==> config.mk <==
export PLATFORM = sky130hd
export DESIGN_NAME = alu_host_driver
export DESIGN_NICKNAME = d
export VERILOG_FILES = /design/src/rtl/alu_host_driver.sv
export SDC_FILE = /design/constraint.sdc
export NUM_CORES = 1
export LEC_CHECK = 0
export BUFFER_PORTS_ARGS = -buffer_cell sky130_fd_sc_hd__buf_2
export CAP_MARGIN = 0
export CORE_MARGIN = 2
export CORE_UTILIZATION = 60
export CTS_BUF_LIST = sky130_fd_sc_hd__clkbuf_8
export DETAILED_ROUTE_END_ITERATION = 16
export PLACE_DENSITY_LB_ADDON = 0.2
export SYNTH_ARGS = -nofsm -noshare
export SYNTH_HDL_FRONTEND = slang
export SYNTH_SLANG_ARGS = --single-unit
export TNS_END_PERCENT = 5
==> constraint.sdc <==
create_clock -name clk -period 3.2 [get_ports clk]
set_clock_uncertainty 0.05 [all_clocks]
set_input_delay 0.64 -clock clk [delete_from_list [all_inputs] [get_ports clk]]
set_output_delay 0.64 -clock clk [all_outputs]
set_load 0.005 [all_outputs]
==> src/rtl/alu_host_driver.sv <==
// Host-side sequencer for the 8-bit multi-cycle ALU: request -> BEGIN/LOAD/WAIT/capture -> response.
// Optional WAIT_END abort enabled by defining ALU_DRIVER_TIMEOUT_EN.
module alu_host_driver #(
  parameter int WORD_HOLD      = 1,
  parameter int TIMEOUT_CYCLES = 255,
  parameter int CNT_W          = 8
) (
  input  logic        clk,
  input  logic        reset,
  input  logic        req_valid,
  output logic        req_ready,
  input  logic [1:0]  req_op,
  input  logic [7:0]  req_x,
  input  logic [7:0]  req_y,
  input  logic [7:0]  req_z,
  output logic        rsp_valid,
  input  logic        rsp_ready,
  output logic [15:0] rsp_result,
  output logic        rsp_timeout,
  output logic        busy,
  output logic        alu_begin,
  output logic [1:0]  alu_op_code,
  output logic [7:0]  alu_inbus,
  input  logic [7:0]  alu_outbus,
  input  logic        alu_end
);

  typedef enum logic [2:0] {
    S_IDLE, S_BEGIN, S_LOAD, S_WAIT, S_CAP_HI, S_CAP_LO, S_RESP
  } state_t;

  localparam logic [1:0]       OP_DIV    = 2'b11;
  localparam logic [CNT_W-1:0] HOLD_LAST = CNT_W'(WORD_HOLD - 1);

  state_t           state, nstate;
  logic [1:0]       op_q, op_n;
  logic [7:0]       x_q, y_q, z_q, hi_q, lo_q;
  logic [1:0]       widx_q, widx_n, widx_last;
  logic [CNT_W-1:0] hold_q, hold_n;
  logic             accept, timed_out;

  logic             req_ready_d, busy_d, alu_begin_d, rsp_valid_d;
  logic [1:0]       alu_op_code_d;
  logic [7:0]       alu_inbus_d;
  logic [15:0]      rsp_result_d;

  assign accept    = (state == S_IDLE) && req_valid && req_ready;
  assign widx_last = (op_q == OP_DIV) ? 2'd2 : 2'd1;

`ifdef ALU_DRIVER_TIMEOUT_EN
  localparam logic [CNT_W-1:0] TO_LAST = CNT_W'(TIMEOUT_CYCLES - 1);
  logic [CNT_W-1:0] tcnt_q;

  // END in the same cycle as the limit takes priority over the abort
  assign timed_out = (state == S_WAIT) && !alu_end && (tcnt_q >= TO_LAST);

  always_ff @(posedge clk) begin
    if (!reset) begin
      tcnt_q      <= '0;
      rsp_timeout <= 1'b0;
    end else begin
      if (state != S_WAIT)      tcnt_q <= '0;
      else if (tcnt_q < TO_LAST) tcnt_q <= tcnt_q + 1'b1;
      rsp_timeout <= (nstate == S_RESP) && ((state == S_RESP) ? rsp_timeout : timed_out);
    end
  end
`else
  assign timed_out   = 1'b0;
  assign rsp_timeout = 1'b0;
`endif

  // State register and datapath captures
  always_ff @(posedge clk) begin
    if (!reset) begin
      state       <= S_IDLE;
      op_q        <= '0;
      x_q         <= '0;
      y_q         <= '0;
      z_q         <= '0;
      hi_q        <= '0;
      lo_q        <= '0;
      widx_q      <= '0;
      hold_q      <= '0;
      req_ready   <= 1'b0;
      busy        <= 1'b0;
      alu_begin   <= 1'b0;
      alu_op_code <= '0;
      alu_inbus   <= '0;
      rsp_valid   <= 1'b0;
      rsp_result  <= '0;
    end else begin
      state  <= nstate;
      widx_q <= widx_n;
      hold_q <= hold_n;
      if (accept) begin
        op_q <= req_op;
        x_q  <= req_x;
        y_q  <= req_y;
        z_q  <= req_z;
      end
      if (state == S_WAIT && alu_end) hi_q <= alu_outbus;
      if (state == S_CAP_HI)          lo_q <= alu_outbus;
      req_ready   <= req_ready_d;
      busy        <= busy_d;
      alu_begin   <= alu_begin_d;
      alu_op_code <= alu_op_code_d;
      alu_inbus   <= alu_inbus_d;
      rsp_valid   <= rsp_valid_d;
      rsp_result  <= rsp_result_d;
    end
  end

  // Next state and operand-word sequencing
  always_comb begin
    nstate = state;
    widx_n = widx_q;
    hold_n = hold_q;
    case (state)
      S_IDLE:   if (accept) nstate = S_BEGIN;
      S_BEGIN: begin
        nstate = S_LOAD;
        widx_n = '0;
        hold_n = '0;
      end
      S_LOAD: begin
        if (hold_q >= HOLD_LAST) begin
          hold_n = '0;
          if (widx_q >= widx_last) nstate = S_WAIT;
          else                     widx_n = widx_q + 2'd1;
        end else begin
          hold_n = hold_q + 1'b1;
        end
      end
      S_WAIT: begin
        if (alu_end)        nstate = S_CAP_HI;
        else if (timed_out) nstate = S_RESP;
      end
      S_CAP_HI: nstate = S_CAP_LO;
      S_CAP_LO: nstate = S_RESP;
      S_RESP:   if (rsp_ready) nstate = S_IDLE;
      default:  nstate = S_IDLE;
    endcase
  end

  // Outputs are decoded from the next state so they land in registers aligned with it
  always_comb begin
    op_n          = accept ? req_op : op_q;
    req_ready_d   = (nstate == S_IDLE);
    busy_d        = (nstate != S_IDLE);
    alu_begin_d   = (nstate == S_BEGIN);
    rsp_valid_d   = (nstate == S_RESP);
    alu_op_code_d = '0;
    alu_inbus_d   = '0;
    rsp_result_d  = '0;
    if (nstate inside {S_BEGIN, S_LOAD, S_WAIT, S_CAP_HI, S_CAP_LO})
      alu_op_code_d = op_n;
    if (nstate == S_LOAD) begin
      case (widx_n)
        2'd0:    alu_inbus_d = x_q;
        2'd1:    alu_inbus_d = y_q;
        default: alu_inbus_d = z_q;
      endcase
    end
    if (nstate == S_RESP) begin
      if (state == S_CAP_LO)    rsp_result_d = {hi_q, lo_q};
      else if (state == S_RESP) rsp_result_d = rsp_result;
    end
  end

endmodule

Word-level counts from Yosys, hierarchy flattened:

Index checks and enable logic that the tools add are counted.

* word-level logic and storage cells: 63
* latch bits: 0
* output and inout port bits: 31
* ROM bits: 0
* memories: 0
* memory bits (writable): 0
* bits in registers: 85
* input port bits: 39

* $add $sub $neg: 2
* $lt $le $gt $ge: 2
* bitwise operators: 0
* shift operators: 0
* multiply operators: 0
* muxes and demuxes: 16
* equality and inequality tests: 15
* reductions and logical operators: 12
* divide/modulo/power cells: 0

Operators with widths (number)
* $mux 16: 2
* $pmux 8 s2: 2
* $pmux 3 s7: 1
* $eq 3x3->1 const B: 6
* $mux 3: 5
* $eq 3x2->1 const B: 4
* $add 8x1->8 const B: 1
* $ge 8x1->1 const B: 1
* $mux 2: 4
* $mux 8: 1
* $eq 3x1->1 const B: 2
* $logic_not 3->1: 2
* $reduce_and 2->1: 3
* $reduce_bool 5->1: 1
* $pmux 2 s2: 1
* $logic_and 1x1->1: 3
* $reduce_bool 3->1: 1
* $add 2x1->2 const B: 1
* $eq 2x1->1 const B: 1
* $eq 2x2->1 const B: 1
* $ge 2x2->1: 1
* $logic_not 2->1: 1
* $ne 2x2->1 const B: 1
* $reduce_bool 2->1: 1

Longest topological paths before layout:

Gate-level depths: netlist of run 1.

* depth in word-level cells: 9
* mapped depth: 9
* mapped depth without buffers: 7

Least setup slack after synthesis of run 1:

Ideal clock, no wire load.

* kind: register to register
* start: reg widx_q[0]
* end: reg alu_inbus[6]
* path buffers: 1
* library setup time: 0.090 ns
* clock period less this slack: 2.201 ns
* slack: 0.999 ns
* arrival time: 2.061 ns
* cell stages (with the launch flop): 9
* required time: 3.060 ns
* cells stage by stage: dfxtp_1 inv_1 ha_1 nand2b_1 a211o_1 a211oi_2 buf_6 nor2_1 a311oi_2

* longest elaborated chain between the ends: 6
* elaborated cells between the ends (all ways): 13
* classes of those cells: add/sub: 1; order compare: 1; eq/ne: 2; mux: 7; reduce/logical: 2

RTL lines
* start: declaration: line 38 `logic [1:0] widx_q, widx_n, widx_last;`
* start signal: assignment: line 93 `widx_q <= widx_n;`
* $add 2x1->2 or $ge 2x2->1 (tied branches): line 129, 128
* $mux 2 or $mux 3 (tied branches): line 128 `if (widx_q >= widx_last) nstate = S_WAIT;`
* $mux 2 or $mux 3 (tied branches): line 126 `if (hold_q >= HOLD_LAST) begin`
* $pmux 2 s2 or $pmux 3 s7 (tied branches): line 118 `case (state)`
* $eq 2x1->1, or another cell as far along: line 158 `case (widx_n)`
* $pmux 8 s2 or $reduce_and 2->1 (tied branches)
* end signal: assignment: line 107 `alu_inbus <= alu_inbus_d;`
* end: declaration: line 23 `output logic [7:0] alu_inbus,`

Several ways; a longest one is shown, not always the timed one.
A chain may end at the register's enable or synchronous reset.

Worst setup path after layout of run 1:

* start: reg widx_q[0]
* end: reg alu_inbus[5]

Same word-level chain as after synthesis.

==> results of run 1 <==
-- cell usage in the layout (no fill, tap or decap), drive strengths merged, types with 4 or more instances in the layout --
cell type	instances
inv	5
a21boi	44
o21ai	13
a22oi	16
a21oi	4
clkinv	5
nand3	10
a311oi	8
nand2	88
dfxtp	77
buf	73
nor2b	4
nor2	37
clkbuf	9
-- cell families after synthesis --
kind of cell             count (synthesis)
flip-flops                              77
adder cells (fa/ha/maj)                  2
multiplexers                             3
other                                    1
AO/OA/AOI/OAI                           94
AND/OR/NAND/NOR                        153
buffers and inverters                   27
-- routing by layer --
metal	vias to the layer above	track usage	share of wire
met4	0	0.0982	0.019
met2	71	0.399	0.48
met5	-	0	0
li1	1340	-	-
met1	1251	0.308	0.46
met3	10	0.0687	0.045
-- cell type report --
type                            instances  area [sq um]
Clock inverter                          7          66.3
Inverter                                5          18.8
Clock buffer                            9           124
Fill cell                             422          1400
Multi-Input combinational cell        253          1460
Sequential cell                        77          1540
Timing Repair Buffer                   73           378
Tap cell                               70          87.6
-- state kept, by name, summed over array words and instances (netlist names) --
register,flops
alu_inbus,8
state,3
widx_q,2
y_q,8
req_ready,1
rsp_valid,1
busy,1
op_q,2
alu_begin,1
hi_q,8
rsp_result,16
x_q,8
alu_op_code,2
lo_q,8
z_q,8
-- critical path, delay by kind of cell (launching register included) --
family | cells | cell delay (ns)
AOI/OAI and AO/OA | 4 | 1.38
and+or+nand+nor | 1 | 0.24
DFF | 1 | 0.31
buffers and inverters | 1 | 0.17
adders and majority gates | 1 | 0.26
-- through the flow --
stage | hold slack (ns) | instance area (sq um) | total power, W | std cells
finish | 0.415 | 3670 | 0.00189 | 494
global route | 0.434 | 3670 | 0.00197 | 494
CTS | 0.416 | 3670 | 0.00190 | 494
detailed placement | 0.405 | 3480 | 0.00120 | 478
global placement | 0.399 | 3480 | 0.00119 | 478
floorplan | 0.382 | 3120 | 0.00114 | 357
-- power groups by stage --
stage | clock network [W] | logic, W | registers, W
6_report | 0.000711 | 0.000167 | 0.00101
5_1_grt | 0.000763 | 0.000189 | 0.00101
4_1_cts | 0.000722 | 0.000168 | 0.00101
3_5_place_dp | 0 | 0.000167 | 0.00103
3_3_place_gp | 0 | 0.000162 | 0.00103
2_1_floorplan | 0 | 0.000117 | 0.00102
-- final timing paths --
check	end	cells past startpoint
worst max register to register	alu_inbus[5]	7
worst min register to register	hi_q[5]	2
worst min-delay path	hi_q[5]	2
worst max-delay path	alu_inbus[5]	7
-- synthesized netlist by cell type, types with 2 or more instances --
master    instances  area [sq um]
a21oi_1           4          20.0
a21boi_0         40           300
buf_2             6          30.0
a21boi_1          4          30.0
nor2_1           37           139
o21ai_0          12          60.1
or3_1             2          12.5
inv_1             5          18.8
a311oi_2          8           120
nand2b_1          3          18.8
dfxtp_1          77          1540
clkbuf_1         13          48.8
nor2b_1           4          25.0
nand3_1          10          50.1
ha_1              2          25.0
a211o_1           2          17.5
a22oi_1          16           120
nand2_1          88           330
mux2i_1           3          30.0
==> impl_metrics.yaml, run 1 <==
power:
  p_int_w: 0.00141
  p_clk_frac: 0.376
  switching_power_w: 0.000476
  combPwrFrac: 0.088
  peakVddDrop_mv: 0.330
  leakage_nw: 1.40
  swShare: 0.252
  power_density_mw_per_mm2: 514
  p_seq_frac: 0.535
sta:
  fin_ws_ns: 0.706
  slew_headroom: 0.493
  worst_pin_slew_ns: 0.761
  setup_viol: 0
  period_minus_slack_ns: 2.49
  report.final.slew_viol_count: 0
  period_share: 0.779
  fmax_mhz: 401
  finalHoldViolations: 0
  rsz0062_at_grt: "no"
  fin_setup_tns_ns: 0
flow_run:
  cap_violations: 0
worst_setup_path:
  end_kind: "register"
  setup.worst_path.class: "register to register"
  path_cells: "inv_1, ha_1, nand2b_1, a2111oi_0, o21a_1, o21ai_0, a311oi_2"
  crit_start: "widx_q[0]"
  cp_slowest_cell: "a2111oi_0"
  max_stage_delay_ns: 0.62
  cp.required_ns: 3.41
  crit_fanout: 8
  r2r_start: "widx_q[0]"
  start_kind: "register"
  reg2reg_slack_ns: 0.71
  arrival_ns: 2.70
logic_synthesis:
  yosys_warnings: 0
  synth_ff_type: "dfxtp_1"
  yosys.area_share.simple: 0.206
  synth_fa_ha_area_frac: 0.00802
  seq_area_frac_synth: 0.494
  synth_nets: 398
  synth_compound_area_frac: 0.242
  synth_top_family_by_area: "compound AO/OA/AOI/OAI gates"
  synth_edf_count: 0
  synth.avg_cell_area_sq_um: 8.74
  synth-async-reset-ratio: 0
  synthMuxAreaShare: 0.00963
  synth_area_sq_mm: 0.00312
  synth_cell_types: 40
  synthXorXnorAreaFrac: 0
  syn-instance-count: 357
  synth_seq_cells: 77
final_layout:
  fin_nets: 460
  area.growth.synth_to_final_pct: 17.8
  diodes: 0
  finalCoreUtilization: 0.724
  layout-drive-gt1-share: 0.238
clock_network:
  numClockSinks: 77
  postCtsResizedCells: 0
  clk_latency_ns: 0.35
  post_cts_buffers: 0
  numCtsBuffers: 9
  htree_levels: 3
  cts_root_buf: "clkbuf_8"
  cts_tree: "done"
  clkTransAtPathRegs_ns: 0.08
  cts_buffer_depth: 2
  cts_hold_buf: 0
global_routing:
  grt_pass1_vias: 2450
  grt_pass1_wl_mm: 11.3
  track_usage: 0.245
  grt_max_degree: 51
  antenna_found_initial: 0
  grt_overflow: 0
die:
  io-pin-count: 70
  rows: 26
  dieArea_sq_mm: 0.00579
  die_w_um: 76.1
  start_util: 0.615
  die_h_um: 76.1
  core_area_sq_mm: 0.00507
detailed_routing:
  drc: 0
  ant_nets: 0
  vias: 2672
  dr.pass1.iters: 5
  wl_per_cell_um: 13.8
  totalWireLength_mm: 6.81
  viasPerCell: 5.41
  first_iter_violations: 135
run_status:
  status: "complete, no violations"
place:
  hpwl_mm: 4.70
  dp_slack_ns: 0.792
  gp_congestion: 0.810
  placement.io_buffers: 68
worst_hold_path:
  hold_path.class: "register to register"
  min-delay-start: "hi_q[5]"
No activity file was read; power rests on OpenSTA's default activity.
==> inputs of run 2 (changes only) <==
Settings changed: CORE_UTILIZATION 60 to 50.
Clock period 3.2 ns to 2.15 ns, I/O delays scaled along.
==> impl_metrics.yaml, run 2 (synthesized netlist as in run 1, its figures left out) <==
run_status:
  status: "complete, no violations"
worst_setup_path:
  crit_start: "op_q[1]"
  end_kind: "register"
  cp_slowest_cell: "a211oi_4"
  reg2reg_slack_ns: 0.06
  r2r_cells: 8
  path_depth: 8
  cp_num_buf_inv: 1
  path_cells: "nand2_2, ha_4, nand2b_4, a211o_1, a211oi_4, buf_12, nor2_2, a311oi_2"
  crit_path_end: "alu_inbus[7]"
  cpLargestDelayFamily: "compound AO/OA/AOI/OAI gates"
  crit_fanout: 5
  r2r_start: "op_q[1]"
  cp.required_ns: 2.36
  arrival_ns: 2.31
  setup.worst_path.class: "register to register"
  max_stage_delay_ns: 0.40
  start_kind: "register"
  worstReg2RegEnd: "alu_inbus[7]"
place:
  gp_congestion: 0.843
  placement.io_buffers: 68
  hpwl_mm: 5.16
  post-place-cells: 497
  dp_slack_ns: -0.193
clock_network:
  cts_buffer_depth: 2
  htree_levels: 3
  cts_tree: "done"
  cts_hold_buf: 0
  post_cts_buffers: 0
  clk_latency_ns: 0.34
  numClockSinks: 77
  numCtsBuffers: 9
  clkTransAtPathRegs_ns: 0.08
  cts_root_buf: "clkbuf_8"
global_routing:
  grt_max_degree: 51
  busiest_layer: "met2"
  grt_use_met3: 0.0398
  grt_overflow: 0
  grt_pass1_vias: 2567
  grt_use_met2: 0.376
  antenna_found_initial: 0
  grt_use_met1: 0.243
  track_usage: 0.210
  grt_pass1_wl_mm: 11.7
detailed_routing:
  dr.pass1.iters: 4
  wl_per_cell_um: 14.4
  first_iter_violations: 161
  drc: 0
  viasPerCell: 5.33
  vias: 2742
  totalWireLength_mm: 7.42
  ant_nets: 0
power:
  leakage_nw: 1.51
  peakVddDrop_mv: 0.416
  power_density_mw_per_mm2: 756
final_layout:
  finalCoreUtilization: 0.656
  area.growth.synth_to_final_pct: 26.0
  diodes: 0
  fin_nets: 476
  largest_register: "rsp_result"
  final_cell_mix: "87 x nand2_1, 74 x dfxtp_1, 68 x buf_2"
  final_common_cell: "nand2_1"
  fin_cells: 514
  largest_reg_flops: 16
  layout-drive-gt1-share: 0.294
die:
  core_area_sq_mm: 0.00599
  die_w_um: 83.0
  dieArea_sq_mm: 0.00689
  start_util: 0.521
  io-pin-count: 70
  die_h_um: 83.0
  rows: 28
sta:
  worst_pin_slew_ns: 0.593
  period_share: 0.973
  rsz0062_at_grt: "no"
  finalHoldViolations: 0
  period_minus_slack_ns: 2.09
  slew_headroom: 0.602
  setup_viol: 0
  report.final.slew_viol_count: 0
  fmax_mhz: 478
  fin_ws_ns: 0.0570
flow_run:
  cap_violations: 0
worst_hold_path:
  hold_path.class: "input pin to register"
run 2: cell types whose count changed in the layout (fill, tap and decap cells not counted), sizes merged:
| cell | previous run | this run |
|---|---|---|
| clkbuf | 9 | 11 |
| clkinv | 5 | 2 |
| bufinv | 1 | 2 |
| buf | 73 | 87 |
| clkinvlp | 1 | 2 |
run 2: area by class of cell:
class,count,area [sq um]
tap,75,93.8
clock buffer,9,124
multi-input combinational,253,1510
inverter,5,18.8
fill,510,2060
sequential,77,1550
timing repair buffer,89,546
clock inverter,6,88.8
run 2: how the worst min path moves through the flow:
stage | end | depth (start not counted) | slack [ns] | startpoint
floorplan | y_q[5] | 2 | 0.38 | y_q[5]
global placement | y_q[7] | 2 | 0.39 | y_q[7]
detailed placement | y_q[7] | 2 | 0.40 | y_q[7]
CTS | y_q[5] | 3 | 0.25 | req_y[5]
global route | y_q[5] | 3 | 0.25 | req_y[5]
finish | y_q[5] | 3 | 0.26 | req_y[5]
run 2: through the flow:
stage	total power, W	area [sq um]	TNS, ns	hold WS (ns)
final	0.00297	3930	0	0.256
after global routing	0.00309	3930	0	0.255
after CTS	0.00297	3850	0	0.253
after detailed placement	0.00181	3610	-1.92	0.397
after global placement	0.00180	3610	-0.356	0.392
after floorplan	0.00170	3130	0	0.382
run 2: where the power goes:
| part | switching [W] | internal (W) | total, W | leakage (nW) |
|---|---|---|---|---|
| clock | 0.000525 | 0.000647 | 0.00117 | 0.101 |
| combinational | 0.000164 | 0.000135 | 0.000299 | 0.789 |
| sequential | 0.0000307 | 0.00147 | 0.00150 | 0.625 |
| total | 0.000720 | 0.00225 | 0.00297 | 1.51 |
run 2: repair_timing:
action                     CTS  global route
setup endpoints to repair   25            24
pin swaps                    1            11
hold endpoints to repair     0             0
gates resized for setup      6             8
cloned                       0             2
run 2: worst reg2reg max path, cell delays in order, from the launching register on:
cell      delay, ns
dfxtp_2        0.34
nand2_2        0.08
ha_4           0.23
nand2b_4       0.15
a211o_1        0.30
a211oi_4       0.40
buf_12         0.17
nor2_2         0.04
a311oi_2       0.24
run 2: per-layer routing:
metal / wire length (um) / up-vias
met4: 130 / 0
met2: 3680 / 80
met3: 341 / 12
met1: 3280 / 1282
li1: - / 1368
met5: 0 / -
==> inputs of run 3 (changes only) <==
Settings changed: BUFFER_PORTS_ARGS -buffer_cell sky130_fd_sc_hd__buf_2 to -buffer_cell sky130_fd_sc_hd__buf_4, CTS_CLUSTER_DIAMETER set to 120.
==> impl_metrics.yaml, run 3 (synthesized netlist as in run 1, its figures left out) <==
run_status:
  status: "complete, but fails checks"
  violations: "negative setup slack"
clock_network:
  cts_root_buf: "clkbuf_8"
  numClockSinks: 77
  htree_levels: 3
  cts_buffer_depth: 2
  clkTransAtPathRegs_ns: 0.09
  clk_latency_ns: 0.35
  numCtsBuffers: 9
  cts_tree: "done"
die:
  die_w_um: 83.0
  dieArea_sq_mm: 0.00689
  die_h_um: 83.0
  start_util: 0.521
  core_area_sq_mm: 0.00599
  io-pin-count: 70
  rows: 28
sta:
  report.final.slew_viol_count: 0
  setup_viol: 1
  rsz0062_at_grt: "yes"
  period_minus_slack_ns: 2.18
  fin_setup_tns_ns: -0.0258
  fin_ws_ns: -0.0258
  fmax_mhz: 460
  finalHoldViolations: 0
  period_share: 1.01
worst_hold_path:
  hold_depth: 3
  hold_end: "x_q[0]"
  hold_path.class: "input pin to register"
  min-delay-start: "req_x[0]"
global_routing:
  track_usage: 0.225
  antenna_found_initial: 0
  grt_pass1_wl_mm: 12.5
  grt_overflow: 0
  grt_pass1_vias: 2637
  grt_max_degree: 51
power:
  total_power_w: 0.00288
  power_density_mw_per_mm2: 697
  p_int_w: 0.00208
  combPwrFrac: 0.117
  leakage_nw: 1.56
  peakVddDrop_mv: 0.371
  switching_power_w: 0.000794
  swShare: 0.276
  p_clk_frac: 0.360
  p_seq_frac: 0.522
final_layout:
  fin_nets: 481
  final_cell_mix: "89 x buf_4, 87 x nand2_1, 72 x dfxtp_1"
  layout-drive-gt1-share: 0.301
  fillers: 503
  ff_latch_area_sq_mm: 0.00155
  final_common_cell: "buf_4"
  multiInputGateArea_sq_mm: 0.00151
  area.growth.synth_to_final_pct: 32.3
  largest_reg_flops: 16
  largest_register: "rsp_result"
  diodes: 0
detailed_routing:
  wl_per_cell_um: 14.6
  drc: 0
  totalWireLength_mm: 7.58
  vias: 2757
  viasPerCell: 5.30
  ant_nets: 0
  first_iter_violations: 157
  dr.pass1.iters: 4
worst_setup_path:
  setup.worst_path.class: "register to register"
  reg2reg_slack_ns: -0.03
  start_kind: "register"
  crit_fanout: 5
  arrival_ns: 2.39
  cp.required_ns: 2.36
  r2r_cells: 9
  end_kind: "register"
  r2r_start: "op_q[0]"
  worstReg2RegEnd: "alu_inbus[5]"
place:
  hpwl_mm: 5.14
  gp_congestion: 0.867
  placement.io_buffers: 68
flow_run:
  cap_violations: 0
run 3: critical path, cell delays in order, from the launching register on:
cell      delay (ns)
dfxtp_2         0.35
nand2_2         0.07
ha_4            0.24
nand2b_4        0.16
a211o_1         0.29
a211oi_4        0.33
buf_4           0.19
buf_12          0.10
nor2_1          0.06
a311oi_2        0.25
run 3: how the worst max path moves through the flow:
stage / from / to / slack, ns / cells past startpoint
final: op_q[0] / alu_inbus[5] / -0.03 / 9
after global routing: op_q[0] / alu_inbus[7] / -0.08 / 9
after CTS: widx_q[0] / alu_inbus[6] / 0.008 / 8
after detailed placement: op_q[0] / alu_inbus[5] / -0.21 / 7
after global placement: op_q[0] / alu_inbus[3] / -0.08 / 7
after floorplan: widx_q[0] / alu_inbus[0] / 0.001 / 7
run 3: repair_timing:
action / 4_1_cts / 5_1_grt
setup buffers: 0 / 5
resized for setup: 4 / 14
pin swaps: 4 / 7
hold buffers: 0 / 0
cloned: 1 / 1
endpoints found under the setup margin: 9 / 25
run 3: power by group through the flow:
stage | Clock, W | Sequential, W | Combinational, W
after global placement | 0 | 0.00153 | 0.000292
after global routing | 0.00113 | 0.00151 | 0.000372
after detailed placement | 0 | 0.00153 | 0.000299
after floorplan | 0 | 0.00152 | 0.000175
final | 0.00104 | 0.00150 | 0.000337
after CTS | 0.00106 | 0.00150 | 0.000309
run 3: per-stage QoR:
step | util | cell area, sq um | worst slack [ns] | instances | hold WS, ns
finish | 0.689 | 4130 | -0.0258 | 520 | 0.269
global route | 0.689 | 4130 | -0.0771 | 520 | 0.272
CTS | 0.671 | 4020 | 0.00809 | 514 | 0.257
detailed placement | 0.632 | 3780 | -0.215 | 497 | 0.404
global placement | 0.632 | 3780 | -0.0794 | 497 | 0.401
floorplan | - | 3130 | 0.00138 | 357 | 0.382
run 3: cell type report:
type / count / area share
Sequential cell: 77 / 0.375
Multi-Input combinational cell: 253 / 0.367
Timing Repair Buffer: 94 / 0.185
Clock buffer: 9 / 0.0300
Tap cell: 75 / 0.0227
Clock inverter: 7 / 0.0161
Inverter: 5 / 0.00455
run 3: metal layers:
layer / GRT usage / vias to the layer above / wire, um
met1: 0.273 / 1273 / 3240
met2: 0.380 / 85 / 3840
met4: 0.0984 / 0 / 144
met3: 0.0527 / 16 / 358
li1: - / 1383 / -
met5: 0 / - / 0
